**src/rtl/spi_cmd_sequencer.sv**
```systemverilog
// ---------------------------------------------------------------------------
// spi_cmd_sequencer
//
// Command front-end for an SPI controller. Software queues transactions
// (chip select, length, CPOL/CPHA, TX word) through a valid/ready stream.
// The sequencer issues each one to the controller as a single start request
// and returns the received word through a second valid/ready stream.
//
// Ports
//   clk, rst                 system clock, asynchronous active-high reset
//   cmd_valid/cmd_ready      command stream handshake (ready = FIFO not full)
//   cmd_cs/len/cpol/cpha     per-transaction controller configuration
//   cmd_data                 TX word, left-aligned (first byte = [31:24])
//   rsp_valid/rsp_ready      response stream handshake
//   rsp_data/len/err         RX word (right-aligned), its length, abort flag
//   spi_scom                 start request to the controller
//   spi_cpol/cpha/len/cs/dtx registered configuration to the controller
//   spi_busy, spi_rx         controller BUSY and received word
//   idle                     nothing executing and nothing queued
//
// Optional feature (compile-time macro SPI_SEQ_TIMEOUT_EN):
//   adds a 16-bit watchdog. A start that is not acknowledged by spi_busy
//   within 16 cycles, or a transfer with spi_busy high for more than
//   TIMEOUT_CYCLES cycles, is aborted and answered with rsp_err=1 and
//   rsp_data=0. Without the macro there is no watchdog and rsp_err is 0.
// ---------------------------------------------------------------------------
module spi_cmd_sequencer #(
    parameter int CMD_DEPTH      = 4,
    parameter int RSP_DEPTH      = 4,
    parameter int CS_W           = 8,
    parameter int TIMEOUT_CYCLES = 1024
) (
    input  logic            clk,
    input  logic            rst,
    input  logic            cmd_valid,
    output logic            cmd_ready,
    input  logic [CS_W-1:0] cmd_cs,
    input  logic [1:0]      cmd_len,
    input  logic            cmd_cpol,
    input  logic            cmd_cpha,
    input  logic [31:0]     cmd_data,
    output logic            rsp_valid,
    input  logic            rsp_ready,
    output logic [31:0]     rsp_data,
    output logic [1:0]      rsp_len,
    output logic            rsp_err,
    output logic            spi_scom,
    output logic            spi_cpol,
    output logic            spi_cpha,
    output logic [1:0]      spi_len,
    output logic [CS_W-1:0] spi_cs,
    output logic [31:0]     spi_dtx,
    input  logic            spi_busy,
    input  logic [31:0]     spi_rx,
    output logic            idle
);

    localparam int CMD_AW = $clog2(CMD_DEPTH);
    localparam int RSP_AW = $clog2(RSP_DEPTH);
    localparam int CMD_W  = CS_W + 36;
`ifdef SPI_SEQ_TIMEOUT_EN
    localparam int RSP_W  = 35;
`else
    localparam int RSP_W  = 34;
`endif
    localparam logic [CMD_AW:0] CMD_PTR_ONE = 1;
    localparam logic [RSP_AW:0] RSP_PTR_ONE = 1;

    // Reject parameter values the pointer arithmetic and watchdog cannot support.
    if (CMD_DEPTH < 2 || (CMD_DEPTH & (CMD_DEPTH - 1)) != 0) begin : g_bad_cmd_depth
        $error("spi_cmd_sequencer: CMD_DEPTH must be a power of 2 and >= 2");
    end
    if (RSP_DEPTH < 2 || (RSP_DEPTH & (RSP_DEPTH - 1)) != 0) begin : g_bad_rsp_depth
        $error("spi_cmd_sequencer: RSP_DEPTH must be a power of 2 and >= 2");
    end
    if (TIMEOUT_CYCLES < 1 || TIMEOUT_CYCLES > 65535) begin : g_bad_timeout
        $error("spi_cmd_sequencer: TIMEOUT_CYCLES must fit a 16-bit counter");
    end

    typedef enum logic [2:0] {
        S_IDLE,
        S_LOAD,
        S_START,
        S_WAIT_DONE,
        S_CAPTURE
    } state_t;

    state_t state;

    // ---------------- command FIFO ----------------
    logic [CMD_W-1:0] cmd_mem [CMD_DEPTH];
    logic [CMD_AW:0]  cmd_wr_ptr, cmd_rd_ptr;
    logic             cmd_empty, cmd_full, cmd_push, cmd_pop;
    logic [CMD_W-1:0] cmd_head;

    // The extra pointer bit separates full (wrap bits differ) from empty.
    assign cmd_empty = (cmd_wr_ptr == cmd_rd_ptr);
    assign cmd_full  = (cmd_wr_ptr[CMD_AW] != cmd_rd_ptr[CMD_AW]) &&
                       (cmd_wr_ptr[CMD_AW-1:0] == cmd_rd_ptr[CMD_AW-1:0]);
    assign cmd_ready = ~cmd_full;
    assign cmd_push  = cmd_valid & ~cmd_full;
    assign cmd_pop   = (state == S_LOAD);
    assign cmd_head  = cmd_mem[cmd_rd_ptr[CMD_AW-1:0]];

    always_ff @(posedge clk) begin
        if (cmd_push) begin
            cmd_mem[cmd_wr_ptr[CMD_AW-1:0]] <= {cmd_cs, cmd_len, cmd_cpol, cmd_cpha, cmd_data};
        end
    end

    always_ff @(posedge clk or posedge rst) begin
        if (rst) begin
            cmd_wr_ptr <= '0;
            cmd_rd_ptr <= '0;
        end else begin
            if (cmd_push) cmd_wr_ptr <= cmd_wr_ptr + CMD_PTR_ONE;
            if (cmd_pop)  cmd_rd_ptr <= cmd_rd_ptr + CMD_PTR_ONE;
        end
    end

    // ---------------- response FIFO ----------------
    logic [RSP_W-1:0] rsp_mem [RSP_DEPTH];
    logic [RSP_AW:0]  rsp_wr_ptr, rsp_rd_ptr;
    logic             rsp_empty, rsp_full, rsp_push, rsp_pop;
    logic [RSP_W-1:0] rsp_head, rsp_wdata;
    logic             abort;

    assign rsp_empty = (rsp_wr_ptr == rsp_rd_ptr);
    assign rsp_full  = (rsp_wr_ptr[RSP_AW] != rsp_rd_ptr[RSP_AW]) &&
                       (rsp_wr_ptr[RSP_AW-1:0] == rsp_rd_ptr[RSP_AW-1:0]);
    assign rsp_valid = ~rsp_empty;
    assign rsp_pop   = rsp_valid & rsp_ready;
    assign rsp_push  = (state == S_CAPTURE) | abort;
    assign rsp_head  = rsp_mem[rsp_rd_ptr[RSP_AW-1:0]];

    // Outputs read as zero while empty so the storage never leaks stale data.
    assign rsp_data  = rsp_valid ? rsp_head[31:0]  : 32'd0;
    assign rsp_len   = rsp_valid ? rsp_head[33:32] : 2'd0;

`ifdef SPI_SEQ_TIMEOUT_EN
    assign rsp_wdata = {abort, spi_len, (abort ? 32'd0 : spi_rx)};
    assign rsp_err   = rsp_valid ? rsp_head[34] : 1'b0;
`else
    assign rsp_wdata = {spi_len, spi_rx};
    assign rsp_err   = 1'b0;
`endif

    always_ff @(posedge clk) begin
        if (rsp_push) begin
            rsp_mem[rsp_wr_ptr[RSP_AW-1:0]] <= rsp_wdata;
        end
    end

    // A push never meets a full FIFO: a transfer only starts with a free slot.
    always_ff @(posedge clk or posedge rst) begin
        if (rst) begin
            rsp_wr_ptr <= '0;
            rsp_rd_ptr <= '0;
        end else begin
            if (rsp_push) rsp_wr_ptr <= rsp_wr_ptr + RSP_PTR_ONE;
            if (rsp_pop)  rsp_rd_ptr <= rsp_rd_ptr + RSP_PTR_ONE;
        end
    end

    // ---------------- watchdog ----------------
`ifdef SPI_SEQ_TIMEOUT_EN
    localparam logic [15:0] BUSY_LIMIT = 16'(TIMEOUT_CYCLES);
    logic [15:0] wdog;

    // Counts cycles of an unacknowledged start, then cycles of spi_busy high;
    // it clears whenever neither of those is happening.
    always_ff @(posedge clk or posedge rst) begin
        if (rst) begin
            wdog <= '0;
        end else if (state == S_START && spi_scom && !spi_busy) begin
            wdog <= wdog + 16'd1;
        end else if (state == S_WAIT_DONE && spi_busy) begin
            wdog <= wdog + 16'd1;
        end else begin
            wdog <= '0;
        end
    end

    // Abort on the 16th unacknowledged start cycle, or once busy has been
    // high for more than the configured limit.
    always_comb begin
        abort = 1'b0;
        if (state == S_START && spi_scom && !spi_busy && wdog == 16'd15) abort = 1'b1;
        if (state == S_WAIT_DONE && spi_busy && wdog >= BUSY_LIMIT)      abort = 1'b1;
    end
`else
    assign abort = 1'b0;
`endif

    // ---------------- sequencer FSM ----------------
    // LOAD registers the configuration one cycle before START raises spi_scom,
    // so the controller always sees a settled setup when the start arrives.
    // The configuration is held until CAPTURE, where the chip select is
    // released.
    always_ff @(posedge clk or posedge rst) begin
        if (rst) begin
            state    <= S_IDLE;
            spi_scom <= 1'b0;
            spi_cpol <= 1'b0;
            spi_cpha <= 1'b0;
            spi_len  <= 2'd0;
            spi_dtx  <= 32'd0;
            spi_cs   <= '1;
        end else begin
            case (state)
                S_IDLE: begin
                    // No in-flight transfer here, so a free slot is simply !full.
                    if (!cmd_empty && !rsp_full) state <= S_LOAD;
                end
                S_LOAD: begin
                    {spi_cs, spi_len, spi_cpol, spi_cpha, spi_dtx} <= cmd_head;
                    state <= S_START;
                end
                S_START: begin
                    if (abort) begin
                        spi_scom <= 1'b0;
                        spi_cs   <= '1;
                        state    <= S_IDLE;
                    end else if (spi_scom && spi_busy) begin
                        spi_scom <= 1'b0;
                        state    <= S_WAIT_DONE;
                    end else begin
                        spi_scom <= 1'b1;
                    end
                end
                S_WAIT_DONE: begin
                    if (abort) begin
                        spi_cs <= '1;
                        state  <= S_IDLE;
                    end else if (!spi_busy) begin
                        state <= S_CAPTURE;
                    end
                end
                S_CAPTURE: begin
                    spi_cs <= '1;
                    state  <= S_IDLE;
                end
                default: begin
                    spi_scom <= 1'b0;
                    spi_cs   <= '1;
                    state    <= S_IDLE;
                end
            endcase
        end
    end

    assign idle = (state == S_IDLE) && cmd_empty;

endmodule
```
**config.mk**
```make
export PLATFORM = sky130hd
export DESIGN_NAME = spi_cmd_sequencer
export DESIGN_NICKNAME = d
export VERILOG_FILES = /design/src/rtl/spi_cmd_sequencer.sv
export SDC_FILE = /design/constraint.sdc
export NUM_CORES = 1
export LEC_CHECK = 0
export CAP_MARGIN = 20
export CORE_ASPECT_RATIO = 0.8
export CORE_MARGIN = 5
export CORE_UTILIZATION = 40
export DETAILED_ROUTE_END_ITERATION = 7
export PLACE_DENSITY = 0.62
export REMOVE_ABC_BUFFERS = 1
export SYNTH_ARGS = -nofsm -noshare
export SYNTH_HDL_FRONTEND = slang
export SYNTH_SLANG_ARGS = --single-unit
```
**constraint.sdc**
```tcl
create_clock -name clk -period 8.3 [get_ports clk]
set_input_delay 1.66 -clock clk [delete_from_list [all_inputs] [get_ports clk]]
set_output_delay 1.66 -clock clk [all_outputs]
set_load 0.02 [all_outputs]
```
# Yosys cells after proc, flatten, opt, wreduce, memory -nomap -nowiden
# Memory sizes are Yosys's and may differ from the RTL's.
# Cells that the tools add are included.
# op_classes
n_addsub,4
n_eq_ne,13
n_mux,13
n_bitwise,4
reduce_logical,11
# ops
op,n
$mux 32,1
$pmux 8 s2,1
$add 3x1->3 const B,4
$pmux 3 s4,1
$mux 3,3
$eq 3x2->1 const B,2
$eq 3x3->1,2
$ne 2x2->1 const B,3
$logic_and 1x1->1,5
$mux 1,5
$eq 2x2->1,2
$reduce_or 4->1,1
$eq 3x1->1 const B,1
$eq 3x3->1 const B,1
$logic_not 3->1,1
$reduce_and 3->1,1
$reduce_or 3->1,1
$and 1x1->1,2
$logic_not 1->1,2
$mux 2,1
$ne 1x1->1,2
$not 1->1,2
$pmux 1 s2,1
# totals
reg_bits,60
ramBits,312
in_bits,81
output_inout_bits,83
wordCells,58
n_memories,2
# mem_list
memory,depth,width,read_ports,rd_clocked_by_memory_dff,wr,line_no,rtl
cmd_mem,4,44,1,0,1,91,logic [CMD_W-1:0] cmd_mem [CMD_DEPTH];
rsp_mem,4,34,1,0,1,122,logic [RSP_W-1:0] rsp_mem [RSP_DEPTH];

# Depth between registers and ports, before layout
# Gate-level depths: netlist of the first run.
# depth
ltp_word,6
depth_mapped,5
mapped_depth_nobuf,4

# Least setup slack after synthesis of the first run
# No wires, ideal clock.
# synth_path
path_kind,input-to-reg
start,input cmd_valid
end,memory cmd_mem[3][0] (netlist name) (enable)
setup_time_ps,475
arrival_ps,4017
required_ps,7825
path_slack_ps,3808
path_stages,2
path_buffers,0
path_cell_list,nand2_1 -> a31oi_1
# synth_between
elab_chain_len,3
# synth_rtl
element,line_no,rtl
"start, declared",35,"input logic cmd_valid,"
$and 1x1->1,101,assign cmd_push = cmd_valid & ~cmd_full;
$mux 1,106,if (cmd_push) begin
$mux 1 (implied by the code),107,"cmd_mem[cmd_wr_ptr[CMD_AW-1:0]] <= {cmd_cs, cmd_len, cmd_cpol, cmd_cpha, cmd_data};"
"end, declared",91,
# No other way between the ends.

# Final worst setup path of the first run
# layout_path
start,register rsp_rd_ptr[1]
end,output rsp_data[24]
# layout_between
elab_chain_len,2
word_cells_on_any_way,3
classes_between,1 x eq/ne; 1 x mux; 1 x memory
# layout_rtl
element,line_no,rtl
"start, declared",123,"logic [RSP_AW:0] rsp_wr_ptr, rsp_rd_ptr;"
"start signal, assigned",161,if (rsp_pop) rsp_rd_ptr <= rsp_rd_ptr + RSP_PTR_ONE;
$mem_v2 4x34 / $eq 3x3->1 (equally long branches),-,
$mux 32 (*),137,assign rsp_data = rsp_valid ? rsp_head[31:0] : 32'd0;
"end, declared",44,"output logic [31:0] rsp_data,"
# Mark *: on every way between the ends. The rest lies on a longest branch, timed or not.

==> flow_summary.json, run 1 <==
{
  "synthFlopType": "edfxtp_1",
  "cap_viol_max_count": 0,
  "fp.coreArea_sq_um": 35700,
  "synth.top_cell.area_share": 0.653,
  "syn_to_final_growth_pct": 23.8,
  "power_density_nw_per_um2": 379,
  "finalCriticalPeriod_ns": 4.67,
  "post-place-ws_ns": 4.11,
  "post_cts_buffers": 0,
  "max_stage_delay_ns": 0.98,
  "insertion_delay_ns": 0.53,
  "die-area_sq_um": 39800,
  "h-tree-depth": 2,
  "vias": 6579,
  "place_hpwl_mm": 15.3,
  "rsz0062_at_grt": "no",
  "ir_worst_vdd_uv": 196,
  "die_y_um": 179,
  "finalClockSkew_ns": 0.0163,
  "initial_core_util": 0.402,
  "clk_pin_slew_worst_paths_ns": 0.06,
  "viasPerCell": 4.91,
  "multiInputGateArea_sq_um": 3220,
  "dp_cells": 1267,
  "synth_area_leaders": "edfxtp_1 65%, mux4_2 10%, dfrtp_1 9.1%",
  "synth_top_area_cell": "edfxtp_1",
  "hold_path.class": "reg2reg",
  "clock_path_buffers": 3,
  "critPathTopFamily": "flip-flops",
  "drt_iter0_drc": 436,
  "critPathCaptureType": "primary output",
  "finalCritPeriodShare": 0.563,
  "drive_above_1_share": 0.235,
  "setup_tns_ns": 0,
  "cp.required_ns": 6.64,
  "p_leak_nw": 6.06,
  "post_drt_wl_per_cell_um": 20.2,
  "crit_buf_inv": 2,
  "synth-async-reset-ratio": 0.161,
  "seq_area_frac_synth": 0.759,
  "wirelength_mm": 27.1,
  "cts_sinks": 372,
  "ios": 164,
  "syn_inst": 647,
  "yosys_warnings": 0,
  "drv_slew": 0,
  "worst_slew_pin_slew_ns": 0.956,
  "grt_pass1_wl_mm": 42.4,
  "ctsResizeCount": 0,
  "die_w_um": 222,
  "ys_top_cells_by_count": "312 x edfxtp_1, 65 x mux4_2, 52 x dfrtp_1, 35 x nor2b_1, 31 x mux2_4",
  "synth_cell_types": 42,
  "portBuffers": 162,
  "drtAntennaViolNets": 0,
  "overflow": 0,
  "holdBufCountCts": 0,
  "slowest_stage": "dfrtp_2",
  "final_hold_viol_count": 0,
  "cp_max_fo": 37,
  "grt_pass1_vias": 7185,
  "setup_slack_ns": 3.63,
  "grt_util_all_layers": 0.137,
  "cts_tree": "yes",
  "cp.arrival_ns": 3.01,
  "syn_avg_cell_area_sq_um": 22.2,
  "crit_chain": "xor2_2 -> nor3_4 -> buf_4 -> nor2b_1 -> clkdlybuf4s50_1",
  "antenna_cells": 0,
  "root_buffer": "clkbuf_16",
  "regArea_sq_um": 10900,
  "synth-seq-cells": 372,
  "num_rows": 62,
  "final_nets": 919,
  "firstDrtPassIters": 4,
  "status": "finished clean",
  "nFillCells": 2963,
  "max_freq_ghz": 0.214,
  "drc": 0,
  "worstSetupPathType": "reg2out",
  "grt_max_degree": 61,
  "synth_edf_count": 312,
  "place_congestion": 0.686,
  "yosysMostFrequentCell": "edfxtp_1",
  "stdcell_count": 1339,
  "netlist_area_sq_um": 14300,
  "slew_headroom": 0.363,
  "start_kind": "flop",
  "cts_buffers": 39,
  "antenna_found_initial": 2,
  "setup_viol": 0
}
## sequential cells by signal (all words and copies together) (netlist names)
register,cells
cmd_mem,176
cmd_rd_ptr,3
cmd_wr_ptr,3
rsp_mem,136
rsp_rd_ptr,3
rsp_wr_ptr,3
spi_cpha,1
spi_cpol,1
spi_cs,8
spi_dtx,32
spi_len,2
spi_scom,1
state,3
## cells by family (layout without fill, tap and decap cells)
kind of cell | count (synthesis) | count (layout) | share of synthesized area
DFF | 372 | 372 | 0.759
adders and majority gates | 10 | 10 | 0.00872
xor gates and xnor gates | 14 | 14 | 0.00960
and+or+nand+nor | 76 | 76 | 0.0306
buffers and inverters | 39 | 251 | 0.0186
other | 1 | 1 | 0.000261
muxes | 119 | 119 | 0.166
AOI/OAI and AO/OA | 16 | 16 | 0.00742
## layer usage
layer  vias up  track usage  share of wire
met1      3414        0.184           0.44
met5         -            0        0.00096
li1       2960            -              -
met4         4       0.0321          0.015
met2       158        0.225           0.48
met3        43       0.0399          0.066
## final timing paths
check                              start  cells after the start  slack, ns             end
max                        rsp_rd_ptr[1]                      5       3.63    rsp_data[24]
min                        cmd_wr_ptr[2]                      1       0.49   cmd_wr_ptr[2]
max reg2reg                cmd_rd_ptr[0]                      4       5.89  cmd_mem[1][11]
min reg2reg                cmd_wr_ptr[2]                      1       0.49   cmd_wr_ptr[2]
max in group asynchronous            rst                      3       5.90   cmd_rd_ptr[0]
min in group asynchronous            rst                      3       1.73     spi_dtx[10]
## worst reg2reg max path, delay by kind of cell, from the launching register on
| kind | cells | cell delay (ns) |
|---|---|---|
| buffers and inverters | 1 | 0.53 |
| flip-flops | 1 | 0.48 |
| AND/OR/NAND/NOR | 1 | 0.43 |
| AO/OA/AOI/OAI | 1 | 0.34 |
| XOR/XNOR | 1 | 0.22 |
## cell type report
cell class                 count  area share
timing repair buffer         172      0.0956
clock buffer                  55      0.0624
clock inverter                17      0.0116
inverter                       7     0.00155
sequential                   372       0.613
multi-input combinational    236       0.182
tap                          480      0.0338
## stage by stage
| step | instance area [sq um] | hold slack (ns) | utilization | power (mW) |
|---|---|---|---|---|
| floorplan | 14100 | 0.460 | - | 4.12 |
| detailed placement | 16400 | 0.481 | 0.461 | 5.07 |
| finish | 17800 | 0.489 | 0.497 | 6.73 |
| CTS | 17800 | 0.493 | 0.497 | 6.86 |
| global route | 17800 | 0.513 | 0.497 | 7.10 |
| global placement | 16400 | 0.476 | 0.461 | 5.04 |
## cells in the final DEF, fill, tap and decap left out, types with 13 or more instances in the layout
cell type	instances
mux4_2	65
nor2b_1	35
mux2_4	31
clkdlybuf4s50_1	162
mux4_1	13
nand2_1	21
edfxtp_1	312
dfrtp_1	48
clkbuf_16	40
## report_power, final
group / internal (mW) / total, mW / switching (mW)
sequential: 2.45 / 2.66 / 0.218
combinational: 1.18 / 2.31 / 1.12
clock: 1.06 / 1.76 / 0.699
No activity file was read; power rests on OpenSTA's default activity.
==> run 2: changes to the inputs <==
- PLACE_DENSITY: 0.62 -> 0.64
- clock period: 8.3 -> 4.2 ns (I/O delays scaled with it)
==> flow_summary.json, run 2 (synthesis results as in run 1) <==
{
  "portBuffers": 162,
  "final_cell_mix": "312 x edfxtp_1, 162 x clkdlybuf4s50_1, 65 x mux4_2, 48 x dfrtp_1, 40 x clkbuf_16",
  "vias": 6650,
  "die_y_um": 179,
  "grt_util_all_layers": 0.139,
  "r2r_setup_slack_ns": 1.96,
  "max_stage_delay_ns": 0.65,
  "root_buffer": "clkbuf_16",
  "final_nets": 922,
  "die_w_um": 222,
  "worst_slew_pin_slew_ns": 0.970,
  "final_hold_viol_count": 0,
  "power_density_nw_per_um2": 743,
  "cts_buffers": 39,
  "crit_chain": "xor2_1 -> nor3_4 -> buf_4 -> nor2b_1 -> clkdlybuf4s50_1",
  "slowest_stage": "clkdlybuf4s50_1",
  "holdBufCountCts": 0,
  "whs_ns": 0.486,
  "critPathTopFamily": "buffers and inverters",
  "clk_pin_slew_worst_paths_ns": 0.06,
  "final_common_cell": "edfxtp_1",
  "cts_sinks": 372,
  "cp.required_ns": 3.36,
  "ios": 164,
  "grt_max_degree": 47,
  "clock_path_buffers": 3,
  "place_congestion": 0.699,
  "h-tree-depth": 2,
  "syn_to_final_growth_pct": 23.7,
  "ctsResizeCount": 0,
  "insertion_delay_ns": 0.52,
  "grt_pass1_vias": 7061,
  "post_drt_wl_per_cell_um": 20.7,
  "cp_max_fo": 35,
  "finalCriticalPeriod_ns": 3.40,
  "final_util": 0.497,
  "drt_iter0_drc": 325,
  "status": "finished clean",
  "cts_tree": "yes",
  "grt_pass1_wl_mm": 42.6,
  "crit_buf_inv": 2,
  "slew_headroom": 0.353,
  "worstSetupPathType": "reg2out",
  "fp.coreArea_sq_um": 35700,
  "post_cts_buffers": 0,
  "finalClockSkew_ns": 0.0132,
  "die-area_sq_um": 39800,
  "setup_viol": 0,
  "num_rows": 62,
  "ir_worst_vdd_uv": 380,
  "start_kind": "flop",
  "viasPerCell": 4.95,
  "drv_slew": 0,
  "antenna_found_initial": 4,
  "drc": 0,
  "p_leak_nw": 6.05,
  "drive_above_1_share": 0.235,
  "critPathCaptureType": "primary output",
  "hold_path.class": "reg2reg",
  "cp.arrival_ns": 2.56,
  "max_freq_ghz": 0.294,
  "rsz0062_at_grt": "no",
  "overflow": 0,
  "finalCritPeriodShare": 0.810,
  "place_hpwl_mm": 16.0,
  "cap_viol_max_count": 0,
  "drtAntennaViolNets": 0,
  "largest_reg_flops": 176,
  "wirelength_mm": 27.7,
  "firstDrtPassIters": 4,
  "initial_core_util": 0.402
}
==> run 2: cell types whose count changed in the layout (fill, tap and decap cells not counted), sizes merged <==
| cell | previous run | this run |
|---|---|---|
| clkinvlp | 2 | 1 |
| clkinv | 11 | 16 |
| clkbuf | 55 | 50 |
| bufinv | 4 | 2 |
| buf | 10 | 13 |
| inv | 7 | 8 |
| diode | 0 | 3 |
==> run 2: metrics by stage <==
stage | instance area (sq um) | std cells | power (mW) | setup TNS [ns] | setup slack, ns
after floorplan | 14100 | 615 | 8.14 | -45.51 | -1.01
after global placement | 16500 | 1270 | 10.0 | 0 | 1.35
after global routing | 17700 | 1341 | 13.9 | 0 | 0.682
after detailed placement | 16500 | 1270 | 10.1 | 0 | 1.33
after CTS | 17700 | 1340 | 13.4 | 0 | 0.748
final | 17700 | 1343 | 13.2 | 0 | 0.797
==> run 2: area by class of cell <==
type                    instances  area (sq um)
inverters                       7          26.3
well taps                     480           601
flip-flops and latches        372         10900
clock inverters                20           178
fillers                      2910         17900
multi-input cells             236          3220
repair buffers                175          1770
clock buffers                  50          1050
diodes                          3          7.51
==> run 2: power by group <==
group | total (mW) | internal [mW] | switching [mW] | leakage, nW
clock network | 3.27 | 1.90 | 1.37 | 0.603
registers | 5.19 | 4.83 | 0.352 | 3.53
logic | 4.73 | 2.39 | 2.35 | 1.91
==> run 2: layer usage <==
layer	global-route usage	share of wire	up-vias
li1	-	-	2969
met4	0.0377	0.018	6
met3	0.0412	0.069	42
met5	0	0.0012	-
met2	0.219	0.47	190
met1	0.191	0.44	3443
==> run 2: final timing paths <==
path,start,endpoint,depth (start not counted)
min in group asynchronous,rst,spi_dtx[22],2
worst max-delay path,rsp_rd_ptr[2],rsp_data[11],5
max in group asynchronous,rst,spi_cs[2],3
worst max register to register,cmd_rd_ptr[0],spi_dtx[27],3
worst min register to register,rsp_wr_ptr[2],rsp_wr_ptr[2],1
worst min-delay path,rsp_wr_ptr[2],rsp_wr_ptr[2],1
==> run 3: changes to the inputs <==
- clock period: 4.2 -> 2.8 ns (I/O delays scaled with it)
==> flow_summary.json, run 3 (synthesis results as in run 1) <==
{
  "overflow": 0,
  "drt_iter0_drc": 369,
  "rsz0062_at_grt": "yes",
  "finalCriticalPeriod_ns": 2.73,
  "crit_start": "rsp_rd_ptr[0]",
  "die_y_um": 179,
  "cap_viol_max_count": 0,
  "start_kind": "flop",
  "crit_chain": "buf_12 -> buf_16 -> buf_12 -> mux4_2 -> nor2b_1 -> buf_4",
  "ir_worst_vdd_uv": 689,
  "final_hold_viol_count": 0,
  "antenna_found_initial": 4,
  "insertion_delay_ns": 0.52,
  "largest_reg_flops": 176,
  "place_area_sq_um": 16700,
  "status": "finished clean",
  "finalCritPeriodShare": 0.973,
  "max_freq_ghz": 0.367,
  "final_area_sq_um": 17900,
  "finalClockSkew_ns": 0.0174,
  "r2r_setup_slack_ns": 0.56,
  "grt_max_degree": 47,
  "slew_headroom": 0.389,
  "drc": 0,
  "setup_tns_ns": 0,
  "critical-path-top-cell-by-count": "buf_12",
  "die-area_sq_um": 39800,
  "reg2reg_from": "cmd_rd_ptr[0]",
  "worst_slew_pin_slew_ns": 0.916,
  "grt_pass1_wl_mm": 42.3,
  "vias": 6672,
  "cp_max_fo": 9,
  "whs_ns": 0.427,
  "setup_viol": 0,
  "grt_pass1_vias": 7090,
  "ios": 164,
  "hold_path.class": "in2async",
  "initial_core_util": 0.402,
  "place_congestion": 0.713,
  "wirelength_mm": 27.9,
  "cp.arrival_ns": 2.17,
  "firstDrtPassIters": 5,
  "drv_slew": 0,
  "clock_path_buffers": 3,
  "p_leak_nw": 6.21,
  "num_rows": 62,
  "final_common_cell": "edfxtp_1",
  "grt_util_all_layers": 0.139,
  "cp.required_ns": 2.24,
  "worstSetupPathType": "reg2out",
  "ff2ff_path_depth": 3,
  "final_cell_mix": "312 x edfxtp_1, 126 x clkdlybuf4s50_1, 65 x mux4_2, 48 x dfrtp_1, 40 x clkbuf_16",
  "critPathTopFamily": "buffers and inverters",
  "die_w_um": 222,
  "nFillCells": 2925,
  "h-tree-depth": 2,
  "viasPerCell": 4.91,
  "drtAntennaViolNets": 0,
  "crit_buf_inv": 4,
  "root_buffer": "clkbuf_16",
  "slowest_stage": "mux4_2",
  "clk_pin_slew_worst_paths_ns": 0.06,
  "max_stage_delay_ns": 0.50,
  "syn_to_final_growth_pct": 25.0,
  "portBuffers": 162,
  "finalPower_mw": 19.8,
  "critPathCaptureType": "primary output",
  "final_nets": 940,
  "cts_sinks": 372,
  "place_hpwl_mm": 16.3,
  "fp.coreArea_sq_um": 35700,
  "cts_tree": "yes",
  "cts_buffers": 37,
  "holdBufCountCts": 0,
  "rr_endpoint": "spi_dtx[28]",
  "post_drt_wl_per_cell_um": 20.5,
  "drive_above_1_share": 0.275,
  "power_density_nw_per_um2": 1110
}
run 3: changes by cell type in the layout (fill, tap and decap cells not counted), moves of 3 or more:
cell and change:
dlygate4sd2_1 +5, clkdlybuf4s15_1 +4, clkinv_1 +5, buf_12 +11, clkinv_2 -7, clkbuf_2 +8
buf_2 +17, clkdlybuf4s50_1 -36, buf_6 +3, buf_4 +5
run 3: through the flow:
step	std cells	worst slack (ns)	util
finish	1358	0.0742	0.502
global route	1358	-0.0176	0.502
CTS	1357	-0.0703	0.504
detailed placement	1279	0.208	0.468
global placement	1279	0.235	0.468
floorplan	615	-2.41	-
run 3: area by class of cell:
type | count | area (sq um) | area share
Timing Repair Buffer | 195 | 1990 | 0.111
Sequential cell | 372 | 10900 | 0.607
Multi-Input combinational cell | 236 | 3240 | 0.181
Clock inverter | 15 | 121 | 0.00677
Inverter | 7 | 26.3 | 0.00147
Clock buffer | 52 | 1050 | 0.0588
Tap cell | 480 | 601 | 0.0335
Antenna cell | 1 | 2.50 | 0.000140
run 3: metal layers:
layer / vias to the layer above / GRT usage / share of wire
li1: 3001 / - / -
met1: 3463 / 0.180 / 0.43
met2: 162 / 0.230 / 0.49
met3: 40 / 0.0448 / 0.062
met4: 6 / 0.0370 / 0.018
met5: - / 0 / 0.0013
run 3: worst register-to-register path: stages, from the launching register on:
cell     delay (ns)
dfrtp_4        0.42
buf_4          0.72
mux4_1         0.69
mux2_2         0.29
run 3: power by group:
part	internal, mW	switching [mW]	total [mW]
Combinational	3.64	3.66	7.30
Clock	2.81	1.94	4.75
Sequential	7.25	0.512	7.76
Total	13.7	6.11	19.8
run 3: worst max-delay path by stage:
stage	slack (ns)	endpoint	cells past startpoint
after detailed placement	0.21	rsp_data[2]	4
final	0.07	rsp_data[26]	6
after global routing	-0.02	rsp_data[26]	6
after floorplan	-2.41	cmd_mem[3][0]	2
after global placement	0.24	rsp_data[2]	4
after CTS	-0.07	rsp_data[2]	5
run 3: timing repair:
| item | in CTS | in global routing |
|---|---|---|
| endpoints found under the setup margin | 36 | 30 |
| cloned | 3 | 0 |
| buffers inserted | 8 | 0 |
| pin swaps | 1 | 0 |
| resized for setup | 104 | 20 |
==> RTL edit 1 (flow settings as in run 3) <==
Change the parameter `RSP_DEPTH` from 4 to 2.
--- a/src/rtl/spi_cmd_sequencer.sv
+++ b/src/rtl/spi_cmd_sequencer.sv
@@ -26,7 +26,7 @@
 // ---------------------------------------------------------------------------
 module spi_cmd_sequencer #(
     parameter int CMD_DEPTH      = 4,
-    parameter int RSP_DEPTH      = 4,
+    parameter int RSP_DEPTH      = 2,
     parameter int CS_W           = 8,
     parameter int TIMEOUT_CYCLES = 1024
 ) (
Behaviour: same outputs for any inputs over 10 cycles, from zero or initial values and one cycle with rst high; that may be too few to reach the edited logic, so the function may still have changed.
==> RTL edit 1 against run 3 <==
Worst setup slack better by 0.14 ns. Fmax increased by 5.5%. Sequential cell count shrank 70. Wire length is 16% lower. Synthesized area shrank 19%. Final area is 18% lower. Clock power shrank 14%. Power down 15%. Critical endpoint is now cmd_ready.
==> RTL edit 1: results (changes against run 3) <==
| Metric | Value |
|---|---|
| Drt first pass iters | `4 (-1)` |
| Post-synth top flop | `edfxtp_1` |
| First-pass GRT wire length | `36090 um (-15%)` |
| Fmax | `0.3871 GHz (+5.5%)` |
| Post-cts sizing count | `39 (-63%)` |
| Final HPWL DP | `14680 um (-9.8%)` |
| Reg-to-Reg Start | `cmd_rd_ptr[0]` |
| Largest net degree at the start of global routing | `47 (unchanged)` |
| CTS Buffer Depth | `3 (unchanged)` |
| Worst Setup EP | `cmd_ready` |
| Share of post-route cells with drive strength above 1 | `20.31% (-7.2 points)` |
| Count of different cell masters after synthesis | `36 (-14%)` |
| Reg2reg setup slack | `0.59 ns (+0.03 ns)` |
| Routed vias | `5689 (-15%)` |
| Top post-synthesis cells by count | `edfxtp_1 (244), dfrtp_1 (50), nor2_1 (37)` |
| GR Util met3 | `3.473% (-1.0 points)` |
| CTS Root Cell | `clkbuf_16` |
| CTS buffer count | `29 (-22%)` |
| Yosys warnings | `0 (unchanged)` |
| Setup bufs post-CTS | `0 (-8)` |
| Met1 usage | `20.02% (+2.0 points)` |
| Antenna violations before repair | `2 (-2)` |
| Nets@finish | `831 (-12%)` |
| 1st-iter DRT viols | `219 (-41%)` |
| Worst-case clock skew | `0.009216 ns (-0.008145 ns)` |
| Top cells by area, synth | `edfxtp_1 (63%), dfrtp_1 (11%), mux4_2 (6.0%)` |
| ANT cells | `0 (-1)` |
| EDFF count, synth | `244 (-22%)` |
| Critical Path AT | `2.02 ns (-0.15 ns)` |
| Place WS | `0.4355 ns (+0.2280 ns)` |
| R2R depth | `3 (unchanged)` |
| RD Place Congestion | `0.7813 (+9.7%)` |
| Sequential area share after synthesis | `75.97% (+0.10 points)` |
| Peak supply drop | `0.7132 mV (+3.5%)` |
| Status | `finished, final reports clean` |
| Worst skew pair latency | `0.55 ns (+0.03 ns)` |
| Relative slew slack | `38.42% (-0.51 points)` |
| Max reg flops | `176 (unchanged)` |
| Non-Filler Instances | `1138 (-16%)` |
| Worst Hold Class | `in2async` |
| GRT Total Usage | `14.17% (+0.30 points)` |
| Number of global-route vias before repair | `6099 (-14%)` |
| Avg Cell Area, Syn | `20.62 um2 (-7.0%)` |
| Top fanout value on the critical path | `3 (-6)` |
| Layout filler cell count | `2305 (-21%)` |
| Number of port buffers | `162 (unchanged)` |
| Clock-pin slew on the worst setup and hold paths | `0.06 ns (about the same)` |
| Origin of the worst setup path | `cmd_wr_ptr[2]` |
| LEAKAGE | `5.340 nW (-14%)` |
| GR Layer Usage met2 | `22.69% (-0.33 points)` |
| R2r endpoint | `spi_dtx[27]` |
| Htree depth | `1 (-1)` |
| DRT Wirelength | `23430 um (-16%)` |
| Async SR Flop Fraction | `19.21% (+3.1 points)` |
## RTL edit 1: cell types whose count changed in the layout (fill, tap and decap cells not counted), sizes merged, moves of 4 or more
cell,delta
clkbuf,-26
clkdlybuf4s15,-4
edfxtp,-68
mux2i,+34
nor2b,-34
mux4,-34
nor2,+36
dlygate4sd2,+30
ha,-5
buf,-32
## RTL edit 1: power by group
part | switching [mW] | total (mW) | internal (mW)
Combinational | 3.21 | 6.16 | 2.94
Sequential | 0.478 | 6.54 | 6.06
Clock | 1.64 | 4.10 | 2.45
## RTL edit 1: cell type report
class / instances / area [um2] / share of cell area [%]
inverter: 5 / 18.77 / 0.1279
tap: 370 / 462.9 / 3.155
multi-input combinational: 226 / 2547 / 17.36
clock buffer: 35 / 778.2 / 5.304
clock inverter: 19 / 246.5 / 1.680
timing repair buffer: 181 / 1823 / 12.43
sequential: 302 / 8795 / 59.94
## RTL edit 1: stage by stage
stage / power [mW] / instance area (um2)
after floorplan: 10.37 / 11340
after global placement: 12.95 / 13670
after detailed placement: 13.10 / 13670
after CTS: 17.08 / 14670
after global routing: 17.65 / 14670
final: 16.80 / 14670
## RTL edit 1: kinds of logic (layout without fill, tap and decap cells)
logic type	count (synthesis)	after routing	share of synthesized area (%)
flip-flops	302	302	75.97
buffers and inverters	33	240	2.141
other	1	1	0.03242
XOR/XNOR	13	13	0.9842
multiplexers	116	116	16.62
AND/OR/NAND/NOR	77	77	2.963
adder cells (fa/ha/maj)	5	5	0.5408
AO/OA/AOI/OAI	14	14	0.7462
## RTL edit 1: worst max-delay path: stages (launching register included)
cell	delay [ns]
dfrtp_1	0.40
xor2_1	0.39
nand3_1	0.13
clkdlybuf4s50_1	0.57
## RTL edit 1: worst min-delay path by stage
stage | endpoint | depth (start not counted) | slack, ns | startpoint
2_1_floorplan | cmd_wr_ptr[2] | 1 | 0.46 | cmd_wr_ptr[2]
3_3_place_gp | cmd_rd_ptr[2] | 1 | 0.48 | cmd_rd_ptr[2]
3_5_place_dp | cmd_wr_ptr[2] | 1 | 0.48 | cmd_wr_ptr[2]
4_1_cts | spi_dtx[15] | 2 | 0.37 | rst
5_1_grt | spi_dtx[10] | 2 | 0.40 | rst
6_report | spi_dtx[10] | 2 | 0.40 | rst
## RTL edit 1: metal layers
layer | vias to the layer above | part of all wire [%]
met5 | - | 0.12
met1 | 2927 | 46
met4 | 4 | 1.6
met3 | 31 | 5.8
li1 | 2560 | -
met2 | 167 | 46
==> RTL edit 2 (config.mk and constraints of run 3) <==
Without the edit above. Re-encode `state_t` (5 states) as Gray code, 3 bits wide.
--- a/src/rtl/spi_cmd_sequencer.sv
+++ b/src/rtl/spi_cmd_sequencer.sv
@@ -78,11 +78,11 @@
     end
 
     typedef enum logic [2:0] {
-        S_IDLE,
-        S_LOAD,
-        S_START,
-        S_WAIT_DONE,
-        S_CAPTURE
+        S_IDLE      = 3'b000,
+        S_LOAD      = 3'b001,
+        S_START     = 3'b011,
+        S_WAIT_DONE = 3'b010,
+        S_CAPTURE   = 3'b110
     } state_t;
 
     state_t state;
Formal check against the unedited RTL: no difference found for any inputs over 10 cycles, from zero or initial values and one cycle with rst high; not proved beyond that.
==> RTL edit 2 against run 3 <==
Synthesized area barely moved. Sequential power increased by 0.9%. Worst setup slack gained 0.019 ns. Wire length rose by 2.9%. Count of clock-buffer cells in the layout rose by 3. Utilization grew 0.053 points. Sequential cell count unchanged. Power rose by 1.0%. Largest power group unchanged. Final area increased by 0.10%.
==> RTL edit 2: results (changes against run 3) <==
| Metric | Value |
|---|---|
| Async SR Flop Fraction | `16.13% (unchanged)` |
| Htree depth | `2 (unchanged)` |
| Number of port buffers | `162 (unchanged)` |
| Status | `finished, final reports clean` |
| Synth Instances | `646 (-0.15%)` |
| First-pass GRT wire length | `43770 um (+3.5%)` |
| ANT cells | `0 (-1)` |
| Number of global-route vias before repair | `7212 (+1.7%)` |
| DR vias/cell | `4.985 (+1.5%)` |
| Worst skew pair latency | `approximately 0.53 ns` |
| Top post-synthesis cells by count | `edfxtp_1 (312), mux4_2 (65), dfrtp_1 (52)` |
| Worst-case clock skew | `0.01260 ns (-0.004759 ns)` |
| Count of different cell masters after synthesis | `40 (-4.8%)` |
| Relative slew slack | `38.37% (-0.56 points)` |
| Critical Path AT | `2.15 ns (-0.02 ns)` |
| Peak supply drop | `0.5411 mV (-22%)` |
| Largest net degree at the start of global routing | `47 (unchanged)` |
| EDFF count, synth | `312 (unchanged)` |
| Max reg flops | `176 (unchanged)` |
| Top fanout value on the critical path | `5 (-4)` |
| 1st-iter DRT viols | `393 (+6.5%)` |
| CP max stage delay | `0.64 ns (+0.14 ns)` |
| CTS buffer count | `39 (+5.4%)` |
| LEAKAGE | `6.218 nW (about the same)` |
| CTS Root Cell | `clkbuf_16` |
| DRT Wirelength | `28670 um (+2.9%)` |
| Share of post-route cells with drive strength above 1 | `29.22% (+1.7 points)` |
| Pins Over Slew Limit | `0 (unchanged)` |
| Nets@finish | `944 (+0.43%)` |
| Sequential area share after synthesis | `75.89% (about the same)` |
| Antenna violations before repair | `2 (-2)` |
| Critical-path top delay cell | `clkdlybuf4s50_1` |
| Final HPWL DP | `16550 um (+1.8%)` |
| Worst Hold Class | `in2async` |
| Placed Instances | `1283 (+0.31%)` |
| Place WS | `0.2252 ns (+0.01768 ns)` |
| P_int | `13.76 mW (+0.49%)` |
| Top cells by area, synth | `edfxtp_1 (65%), mux4_2 (10%), dfrtp_1 (9.1%)` |
| Yosys warnings | `0 (unchanged)` |
| CTS Buffer Depth | `3 (unchanged)` |
| RD Place Congestion | `0.6900 (-3.2%)` |
| Routed vias | `6794 (+1.8%)` |
| Drt first pass iters | `4 (-1)` |
| Clock-pin slew on the worst setup and hold paths | `0.06 ns (about the same)` |
| GRT Total Usage | `14.24% (+0.36 points)` |
[RTL edit 2: worst max-delay path: cells and delay by family (launching register included)]
kind / cells / cell delay [ns]
xor+xnor: 1 / 0.18
buf+inv: 2 / 0.80
flops: 1 / 0.44
simple gates: 1 / 0.20
[RTL edit 2: per-layer routing]
| metal | vias up | global-route usage, % | routed length (um) |
|---|---|---|---|
| li1 | 3022 | - | - |
| met1 | 3539 | 19.27 | 12440 |
| met2 | 184 | 23.17 | 13690 |
| met3 | 45 | 4.397 | 2071 |
| met4 | 4 | 3.107 | 434 |
| met5 | - | 0 | 32 |
[RTL edit 2: what timing repair did]
| item | CTS | global route |
|---|---|---|
| pin swaps | 1 | 0 |
| gates resized for setup | 114 | 32 |
| cloned | 3 | 1 |
| setup buffers | 5 | 0 |
| setup endpoints to repair | 35 | 31 |
| hold buffers | 0 | 0 |
[RTL edit 2: kinds of logic after synthesis]
group	Yosys count	share of synthesized area (%)
compound gates	17	0.7854
xor+xnor	15	1.021
fa+ha+maj	10	0.8727
buf+inv	39	1.859
flops	372	75.89
mux	118	16.55
other cells	1	0.02616
simple gates	74	3.002
[RTL edit 2: path summary, 6_finish.rpt]
| kind | slack [ns] | to | startpoint | cells after the start |
|---|---|---|---|---|
| worst max-delay path | 0.09 | idle | cmd_wr_ptr[1] | 4 |
| worst min-delay path | 0.44 | spi_dtx[28] | rst | 2 |
| worst max register to register | 0.60 | spi_dtx[29] | cmd_rd_ptr[0] | 3 |
| worst min register to register | 0.49 | cmd_wr_ptr[2] | cmd_wr_ptr[2] | 1 |
| max in group asynchronous | 1.73 | spi_dtx[10] | rst | 3 |
| min in group clk | 0.49 | cmd_wr_ptr[2] | cmd_wr_ptr[2] | 1 |
[RTL edit 2: per-stage QoR]
step	TNS, ns	area, um2
CTS	0	18110
global placement	0	16700
floorplan	-306.57	14100
detailed placement	0	16700
finish	0	17940
global route	0	17940
[RTL edit 2: cell type report]
| cell class | count | area [um2] |
|---|---|---|
| flip-flops and latches | 372 | 10890 |
| clock inverters | 16 | 128.9 |
| inverters | 7 | 27.53 |
| clock buffers | 55 | 1107 |
| multi-input cells | 235 | 3232 |
| well taps | 480 | 600.6 |
| fillers | 2905 | 17740 |
| repair buffers | 198 | 1961 |
[RTL edit 2: power groups by stage]
stage	clock network (mW)	logic, mW	registers, mW
detailed placement	0	7.47	7.94
finish	4.93	7.26	7.83
global placement	0	7.41	7.93
floorplan	0	3.70	8.63
global route	5.33	7.83	7.95
CTS	5.07	7.66	7.85
